<file path="src/rtl/mem_stage_pkg.sv">
// Shared widths, stall encoding, load-flag encodings and the EX->MEM bus layout
// for the memory-access stage.
package mem_stage_pkg;

  localparam int unsigned STALL_WD           = 6;
  localparam int unsigned EX_TO_MEM_WD       = 76;
  localparam int unsigned MEM_TO_WB_WD       = 70;
  localparam int unsigned MEM_TO_ID_WD       = 38;
  localparam int unsigned LOAD_SRAM_DATA_WD  = 5;
  localparam int unsigned STORE_SRAM_DATA_WD = 3;

  typedef enum logic {
    NO_STOP = 1'b0,
    STOP    = 1'b1
  } stall_e;

  // Load flag order on the bus is {lb, lh, lw, lbu, lhu}.
  localparam logic [LOAD_SRAM_DATA_WD-1:0] LD_LB  = 5'b10000;
  localparam logic [LOAD_SRAM_DATA_WD-1:0] LD_LH  = 5'b01000;
  localparam logic [LOAD_SRAM_DATA_WD-1:0] LD_LW  = 5'b00100;
  localparam logic [LOAD_SRAM_DATA_WD-1:0] LD_LBU = 5'b00010;
  localparam logic [LOAD_SRAM_DATA_WD-1:0] LD_LHU = 5'b00001;

  typedef struct packed {
    logic [31:0] pc;
    logic        data_ram_en;
    logic [3:0]  data_ram_wen;
    logic        sel_rf_res;
    logic        rf_we;
    logic [4:0]  rf_waddr;
    logic [31:0] ex_result;
  } ex_to_mem_t;

endpackage

</file>
<file path="src/rtl/mem_stage_load_align.sv">
// Extracts the addressed byte/halfword/word from the SRAM read word and extends it.
// Purely combinational.
module load_align
  import mem_stage_pkg::*;
(
  input  logic [LOAD_SRAM_DATA_WD-1:0] flags,
  input  logic [1:0]                   off,
  input  logic [31:0]                  word,
  output logic [31:0]                  value
);

  logic [7:0]  byte_v;
  logic [15:0] half_v;

  always_comb begin
    byte_v = word[7:0];
    unique case (off)
      2'd0: byte_v = word[7:0];
      2'd1: byte_v = word[15:8];
      2'd2: byte_v = word[23:16];
      2'd3: byte_v = word[31:24];
      default: byte_v = word[7:0];
    endcase
    half_v = off[1] ? word[31:16] : word[15:0];

    value = '0;
    case (flags)
      LD_LB:   value = {{24{byte_v[7]}}, byte_v};
      LD_LBU:  value = {24'd0, byte_v};
      LD_LH:   value = {{16{half_v[15]}}, half_v};
      LD_LHU:  value = {16'd0, half_v};
      LD_LW:   value = word;
      default: value = '0;
    endcase
  end

endmodule

</file>
<file path="src/rtl/mem_stage.sv">
// MEM pipeline stage: registers the EX->MEM bus under the stall vector, aligns load
// data from the synchronous data SRAM, and drives the MEM->WB and MEM->ID buses.
module mem_stage
  import mem_stage_pkg::*;
(
  input  logic                          clk,
  input  logic                          rst,
  input  logic [STALL_WD-1:0]           stall,
  input  logic [EX_TO_MEM_WD-1:0]       ex_to_mem_bus,
  input  logic [LOAD_SRAM_DATA_WD-1:0]  load_sram_ex_data,
  input  logic [STORE_SRAM_DATA_WD-1:0] store_sram_ex_data,
  input  logic [31:0]                   data_sram_rdata,
  output logic [MEM_TO_WB_WD-1:0]       mem_to_wb_bus,
  output logic [MEM_TO_ID_WD-1:0]       mem_to_id_bus,
  output logic [LOAD_SRAM_DATA_WD-1:0]  load_sram_wb_data,
  output logic [STORE_SRAM_DATA_WD-1:0] store_sram_wb_data
);

  ex_to_mem_t                    ex_q, ex_d;
  logic [LOAD_SRAM_DATA_WD-1:0]  load_q, load_d;
  logic [STORE_SRAM_DATA_WD-1:0] store_q, store_d;
  logic                          first_cycle_q, first_cycle_d;
  logic [31:0]                   rdata_buf_q, rdata_buf_d;

  logic [31:0] rdata_eff;
  logic [31:0] load_value;
  logic [31:0] rf_wdata;

  always_comb begin
    ex_d          = ex_q;
    load_d        = load_q;
    store_d       = store_q;
    first_cycle_d = 1'b0;
    // The SRAM word is only valid in the first cycle of an entry; keep it for held cycles.
    rdata_buf_d   = first_cycle_q ? data_sram_rdata : rdata_buf_q;

    if (rst) begin
      ex_d        = '0;
      load_d      = '0;
      store_d     = '0;
      rdata_buf_d = '0;
    end else if (stall[3] == STOP && stall[4] == NO_STOP) begin
      ex_d    = '0;
      load_d  = '0;
      store_d = '0;
    end else if (stall[3] == NO_STOP) begin
      ex_d          = ex_to_mem_t'(ex_to_mem_bus);
      load_d        = load_sram_ex_data;
      store_d       = store_sram_ex_data;
      first_cycle_d = 1'b1;
    end
  end

  always_ff @(posedge clk) begin
    ex_q          <= ex_d;
    load_q        <= load_d;
    store_q       <= store_d;
    first_cycle_q <= first_cycle_d;
    rdata_buf_q   <= rdata_buf_d;
  end

  assign rdata_eff = first_cycle_q ? data_sram_rdata : rdata_buf_q;

  load_align u_load_align (
    .flags (load_q),
    .off   (ex_q.ex_result[1:0]),
    .word  (rdata_eff),
    .value (load_value)
  );

  assign rf_wdata           = ex_q.sel_rf_res ? load_value : ex_q.ex_result;
  assign mem_to_wb_bus      = {ex_q.pc, ex_q.rf_we, ex_q.rf_waddr, rf_wdata};
  assign mem_to_id_bus      = {ex_q.rf_we, ex_q.rf_waddr, rf_wdata};
  assign load_sram_wb_data  = load_q;
  assign store_sram_wb_data = store_q;

  // SRAM enables and the other stall bits are consumed elsewhere in the pipeline.
  logic unused_bits;
  assign unused_bits = ^{ex_q.data_ram_en, ex_q.data_ram_wen, stall[5], stall[2:0]};

endmodule

</file>
<file path="config.mk">
export PLATFORM = sky130hd
export DESIGN_NAME = mem_stage
export DESIGN_NICKNAME = d
export VERILOG_FILES = /design/src/rtl/mem_stage_pkg.sv /design/src/rtl/mem_stage_load_align.sv /design/src/rtl/mem_stage.sv
export SDC_FILE = /design/constraint.sdc
export NUM_CORES = 1
export LEC_CHECK = 0
export BUFFER_PORTS_ARGS = -buffer_cell sky130_fd_sc_hd__buf_2
export CAP_MARGIN = 20
export CORE_ASPECT_RATIO = 0.8
export CORE_MARGIN = 2
export CORE_UTILIZATION = 45
export DETAILED_ROUTE_END_ITERATION = 12
export PLACE_DENSITY = 0.76
export SKIP_LAST_GASP = 1
export SLEW_MARGIN = 10
export SYNTH_ARGS = -nofsm -noshare
export SYNTH_HDL_FRONTEND = slang
export SYNTH_HIERARCHICAL = 1
export SYNTH_SLANG_ARGS = --single-unit
export TNS_END_PERCENT = 50
</file>
<file path="constraint.sdc">
create_clock -name clk -period 2.98 [get_ports clk]
set_input_delay 0.596 -clock clk [delete_from_list [all_inputs] [get_ports clk]]
set_output_delay 0.596 -clock clk [all_outputs]
set_load 0.1 [all_outputs]
</file>
# == Yosys cells after proc, flatten, opt, wreduce, memory -nomap -nowiden ==
# Cells that the tools add are included.
# totals
register_bits,112
in_bits,124
word_cells,27
# classes
eq_ne,8
n_mux,6
bitwise,1
reduce_logical,3
# ops
op,count
$pmux W32 S5,1
$mux W32,2
$pmux W8 S4,1
$mux W16,1
$eq A5 B1 Y1 const B,1
$eq A5 B2 Y1 const B,1
$eq A5 B3 Y1 const B,1
$eq A5 B4 Y1 const B,1
$eq A5 B5 Y1 const B,1
$eq A2 B2 Y1 const B,2
$eq A2 B1 Y1 const B,1
$logic_not A2 Y1,1
$reduce_or A2 Y1,1
$logic_and A1 B1 Y1,1
$mux W1,1
$not A1 Y1,1

# == Longest topological paths before layout ==
# depth
depth_word,4
ltp_mapped,9
mapped_depth_nobuf,5

# == Cells and area by module ==
# The synthesis kept the hierarchy.
# modules_own_cells
mod,instances,cells_each,area_each_um2
mem_stage,1,568,5382.7
load_align,1,114,903.4

# == Worst setup path before layout ==
# No wires, ideal clock.
# synth_path
path_kind,register -> output
from,"reg load_q[3], in the netlist load_sram_wb_data[3]"
to,out mem_to_wb_bus[1]
arrival_time_ns,2.894
t_required_ns,2.384
setup_slack_ns,-0.510
path_stages_with_launch,7
path_buffers,2
path_cell_list,dfxtp_1 xnor2_1 or4_1 clkbuf_1 o211ai_1 mux2_2 buf_4
# synth_between
elab_chain_len,3
word_cells_on_any_way,7
cone_classes,eq/ne (5); mux (2)
# synth_lines
element,line,text
start: declaration,mem_stage.sv:20,"logic [LOAD_SRAM_DATA_WD-1:0] load_q, load_d;"
start signal: assignment,mem_stage.sv:56,load_q <= load_d;
"$eq A5 B3 Y1, or another cell as far along",mem_stage_load_align.sv:27,case (flags)
$pmux W32 S5 (*),mem_stage_load_align.sv:27,
net load_value[1],mem_stage.sv:26,logic [31:0] load_value;
$mux W32 (*),mem_stage.sv:71,assign rf_wdata = ex_q.sel_rf_res ? load_value : ex_q.ex_result;
end: declaration,mem_stage.sv:13,"output logic [MEM_TO_WB_WD-1:0] mem_to_wb_bus,"
# The timed path passes the listed nets; every way through them passes the cells marked *.

# == Worst setup path after layout ==
# layout_path
from,reg first_cycle_q
to,out mem_to_id_bus[15]
# layout_between
elab_chain_len,4
word_cells_on_any_way,5
cone_classes,mux (5)
# layout_lines
element,line,text
start: declaration,mem_stage.sv:22,"logic first_cycle_q, first_cycle_d;"
start signal: assignment,mem_stage.sv:58,first_cycle_q <= first_cycle_d;
$mux W32 (*),mem_stage.sv:62,assign rdata_eff = first_cycle_q ? data_sram_rdata : rdata_buf_q;
net rdata_eff[31],mem_stage.sv:25,logic [31:0] rdata_eff;
$pmux W8 S4 / $mux W16 (equally long branches),"mem_stage_load_align.sv:17, mem_stage_load_align.sv:24",
$pmux W32 S5 (*),mem_stage_load_align.sv:27,
net load_value[15],mem_stage.sv:26,
$mux W32 (*),mem_stage.sv:71,
end: declaration,mem_stage.sv:14,"output logic [MEM_TO_ID_WD-1:0] mem_to_id_bus,"
# Marked as above.

==> reports/qor.csv <==
stage,metric,value,unit
worst_setup_path,CP startpoint,first_cycle_q,
detailed_routing,met3 wire length,1580,µm
place,post-detail-place hpwl,12100,µm
timing,Final Setup Violations,64,
cts,Inserted Clock Buffers,9,
finish,Final nets,952,
timing,Worst slew margin,0.332,
worst_setup_path,Max Fanout on Critical Path,8,
logic_synthesis,largest family of logic cells by synthesized area,simple AND/OR/NAND/NOR gates,
cts,clock root buffer,clkbuf_16,
finish,post-route cell area,0.00868,mm²
worst_hold_path,worst hold start,mem_to_wb_bus[63],
worst_setup_path,crit path cell chain,"mux2_4, mux4_2, and3_4, a221o_1, mux2_4, buf_6",
worst_setup_path,"Slowest-stage cell, CP",mux4_2,
detailed_routing,initial DRC count,418,
cts,CTS tree,yes,
status,failing checks,setup timing,
worst_setup_path,CP Depth,6,
floorplan,Core Box Area,0.0136,mm²
place,Inst Count DP,983,
worst_setup_path,worst r2r path cells,6,
detailed_routing,vias post-DR,5504,
global_routing,first-pass GRT wire length,27500,µm
logic_synthesis,syn nets,806,
global_routing,vias in the first global route,5231,
finish,Multi-input gate area,0.00340,mm²
worst_setup_path,WP buf/inv,1,
logic_synthesis,"EDFF count, synth",0,
cts,"CTS clk-pin slew, worst paths",80,ps
pwr,Leakage,3.79,nW
logic_synthesis,"top cells by count, synth","nand3_1 (128), dfxtp_1 (112), buf_4 (84)",
place,routability-driven placement congestion ratio,0.881,
logic_synthesis,Synth top area share,0.357,
logic_synthesis,sequential share of the synthesized area,0.357,
timing,Setup WS post-layout,-257,ps
floorplan,Die H,110,µm
worst_setup_path,worst r2r src,first_cycle_q,
place,Port Buf Inserts,230,
finish,FF+latch area,0.00225,mm²
logic_synthesis,"FFs w/ async S/R, synth",0,
logic_synthesis,post-synthesis simple-gate area fraction,0.226,
status,status,finished with violations,
worst_setup_path,startpoint types,flip-flop,
floorplan,Ports,240,
logic_synthesis,Synth warnings,6,
logic_synthesis,#FFs+latches synth,112,
detailed_routing,ANT nets after route,0,
worst_setup_path,most used cell along the critical path,mux2_4,
global_routing,largest net degree at the start of global routing,72,
cts,count of clock tree sinks,112,
cts,clk_lat worst skew,350,ps
worst_setup_path,Crit path arrival time,2640,ps
pwr,Worst VDD drop,367,µV
logic_synthesis,distinct cell type count after synthesis,25,
logic_synthesis,Syn Inst Count,682,
cts,Clock Path Buffers,2,
worst_hold_path,Worst Hold Path Cells,2,
flow_run,MaxCap Viol Count,0,
worst_setup_path,CP Class,flip-flop to output pin,
worst_setup_path,Critical Path End Type,output pin,
finish,Layout Cells excl Fill,1014,
worst_hold_path,worst min path class,flip-flop to flip-flop,
logic_synthesis,xor/xnor share of the synthesized area,0.00279,
pwr,PD cells,493,mW/mm²
timing,maximum clock rate,309,MHz
logic_synthesis,Synth Area in Compound Gates,0.0852,
finish,fill cell count,1104,
finish,area grow syn2layout,38.2,%
logic_synthesis,synth top area cells,"dfxtp_1 (36%), nand3_1 (10%), buf_4 (10%)",
floorplan,Die W,136,µm
detailed_routing,vias per cell,5.43,
logic_synthesis,"count leader, synth",nand3_1,
detailed_routing,drc violations,0,
timing,"Slew Viols, Final",0,
detailed_routing,wire per inst,18.4,µm
finish,layout cell share with drive strength beyond 1,0.471,
floorplan,FP Rows,38,
worst_setup_path,Top delay family on crit path,multiplexers,
pwr,total power,4.28,mW
logic_synthesis,"area leader, netlist",dfxtp_1,
timing,Final Hold Fails,0,
worst_setup_path,max incr delay on CP,500,ps
place,Place WS,-181,ps
timing,worst-margin pin slew,994,ps
floorplan,starting density of the core,0.462,
detailed_routing,final WL,18600,µm
place,"Cell Area, Placed",0.00768,mm²
logic_synthesis,Adder-Cell Fraction of Synth Area,0,
detailed_routing,top sig layer,met4,
logic_synthesis,Synth Flop Type,dfxtp_1,
logic_synthesis,syn_area_per_cell,9.22,µm²
global_routing,Total GRT Usage,0.238,
detailed_routing,WL met2,9090,µm
timing,Clock Skew,5.84,ps
timing,fin crit share,1.09,
timing,RSZ-0062 raised after global routing,true,
global_routing,initial antenna violation count,2,
detailed_routing,DRT met1 WL,7490,µm
logic_synthesis,mux cell area share after synthesis,0.188,
global_routing,GRT Residual Overflow,0,
floorplan,die area,0.0149,mm²
worst_setup_path,Worst Path Required,2380,ps
timing,Period minus WS final,3240,ps
logic_synthesis,Mapped Area,0.00629,mm²
detailed_routing,Pre-Repair DR Iteration Count,5,
cts,H-tree depth,3,
timing,Final TNS setup,-11290,ps
-- final timing paths --
kind                             to  slack [ps]
hold / removal    mem_to_wb_bus[63]         470
setup reg to reg     rdata_buf_q[8]        1420
setup / recovery  mem_to_id_bus[15]        -260
hold reg to reg   mem_to_wb_bus[63]         470
-- state kept, by name, summed over array words and instances (netlist names) --
signal and flops:
rdata_buf_q 32, mem_to_wb_bus 32, ex_q 33, load_sram_wb_data 5, store_sram_wb_data 3, first_cycle_q 1, mem_to_id_bus 6
-- power breakdown --
group          leakage, nW  total (mW)  switching [mW]  internal, mW
sequential           0.923        1.61          0.0460          1.57
combinational         2.72        1.47           0.958         0.508
clock                0.144        1.20           0.612         0.587
-- cell usage in the layout (no fill, tap or decap) --
cell type  count
inv_8          2
dfxtp_2        6
dfxtp_1      105
nand2b_1      79
nor2b_1       34
nor2_1         1
mux2i_1        8
clkinv_2       2
xor2_1         1
nand4b_1       1
nand3_2        6
mux2_4        61
mux4_2         8
buf_12        65
a221o_1        8
nor4_2         1
buf_16         3
nand3_1      114
inv_6          3
buf_6          7
a21oi_1       79
o211ai_1       8
buf_4         30
xnor2_1        1
and3_4         1
and2_1         1
mux2_2        11
diode_2        1
clkbuf_16      9
buf_2        166
or4_1          1
nor3_2         2
dfxtp_4        1
nand3_4        8
-- tightest hold or removal path, cell delays in order (launching register included) --
cell     delay [ps]
dfxtp_1         310
nand3_1          60
a21oi_1          60
-- metrics by stage --
step            util  hold slack [ps]
3_3_place_gp   0.565              451
6_report       0.639              475
3_5_place_dp   0.565              462
4_1_cts        0.623              466
2_1_floorplan      -              448
5_1_grt        0.638              471
-- final cells by class --
class | count | area share
Timing Repair Buffer | 271 | 0.290
Sequential cell | 112 | 0.259
Multi-Input combinational cell | 434 | 0.392
Tap cell | 180 | 0.0259
Clock inverter | 7 | 0.00677
Clock buffer | 9 | 0.0259
Antenna cell | 1 | 0.000288
-- layer usage --
layer	vias to the layer above	GRT usage
li1	2580	-
met1	2603	0.294
met2	281	0.406
met3	40	0.0678
met4	0	0.0670
met5	-	0
-- timing repair --
item,4_1_cts,5_1_grt
gates resized for setup,104,33
hold buffers,0,0
hold endpoints to repair,0,0
buffers inserted,5,6
pin swaps,1,6
endpoints found under the setup margin,64,64
gates cloned,3,0
-- cells by family after synthesis --
group / Yosys count
DFF: 112
and+or+nand+nor: 249
AOI/OAI and AO/OA: 95
buffers and inverters: 136
xor gates and xnor gates: 2
muxes: 88
(Power assumes the default switching activity.)
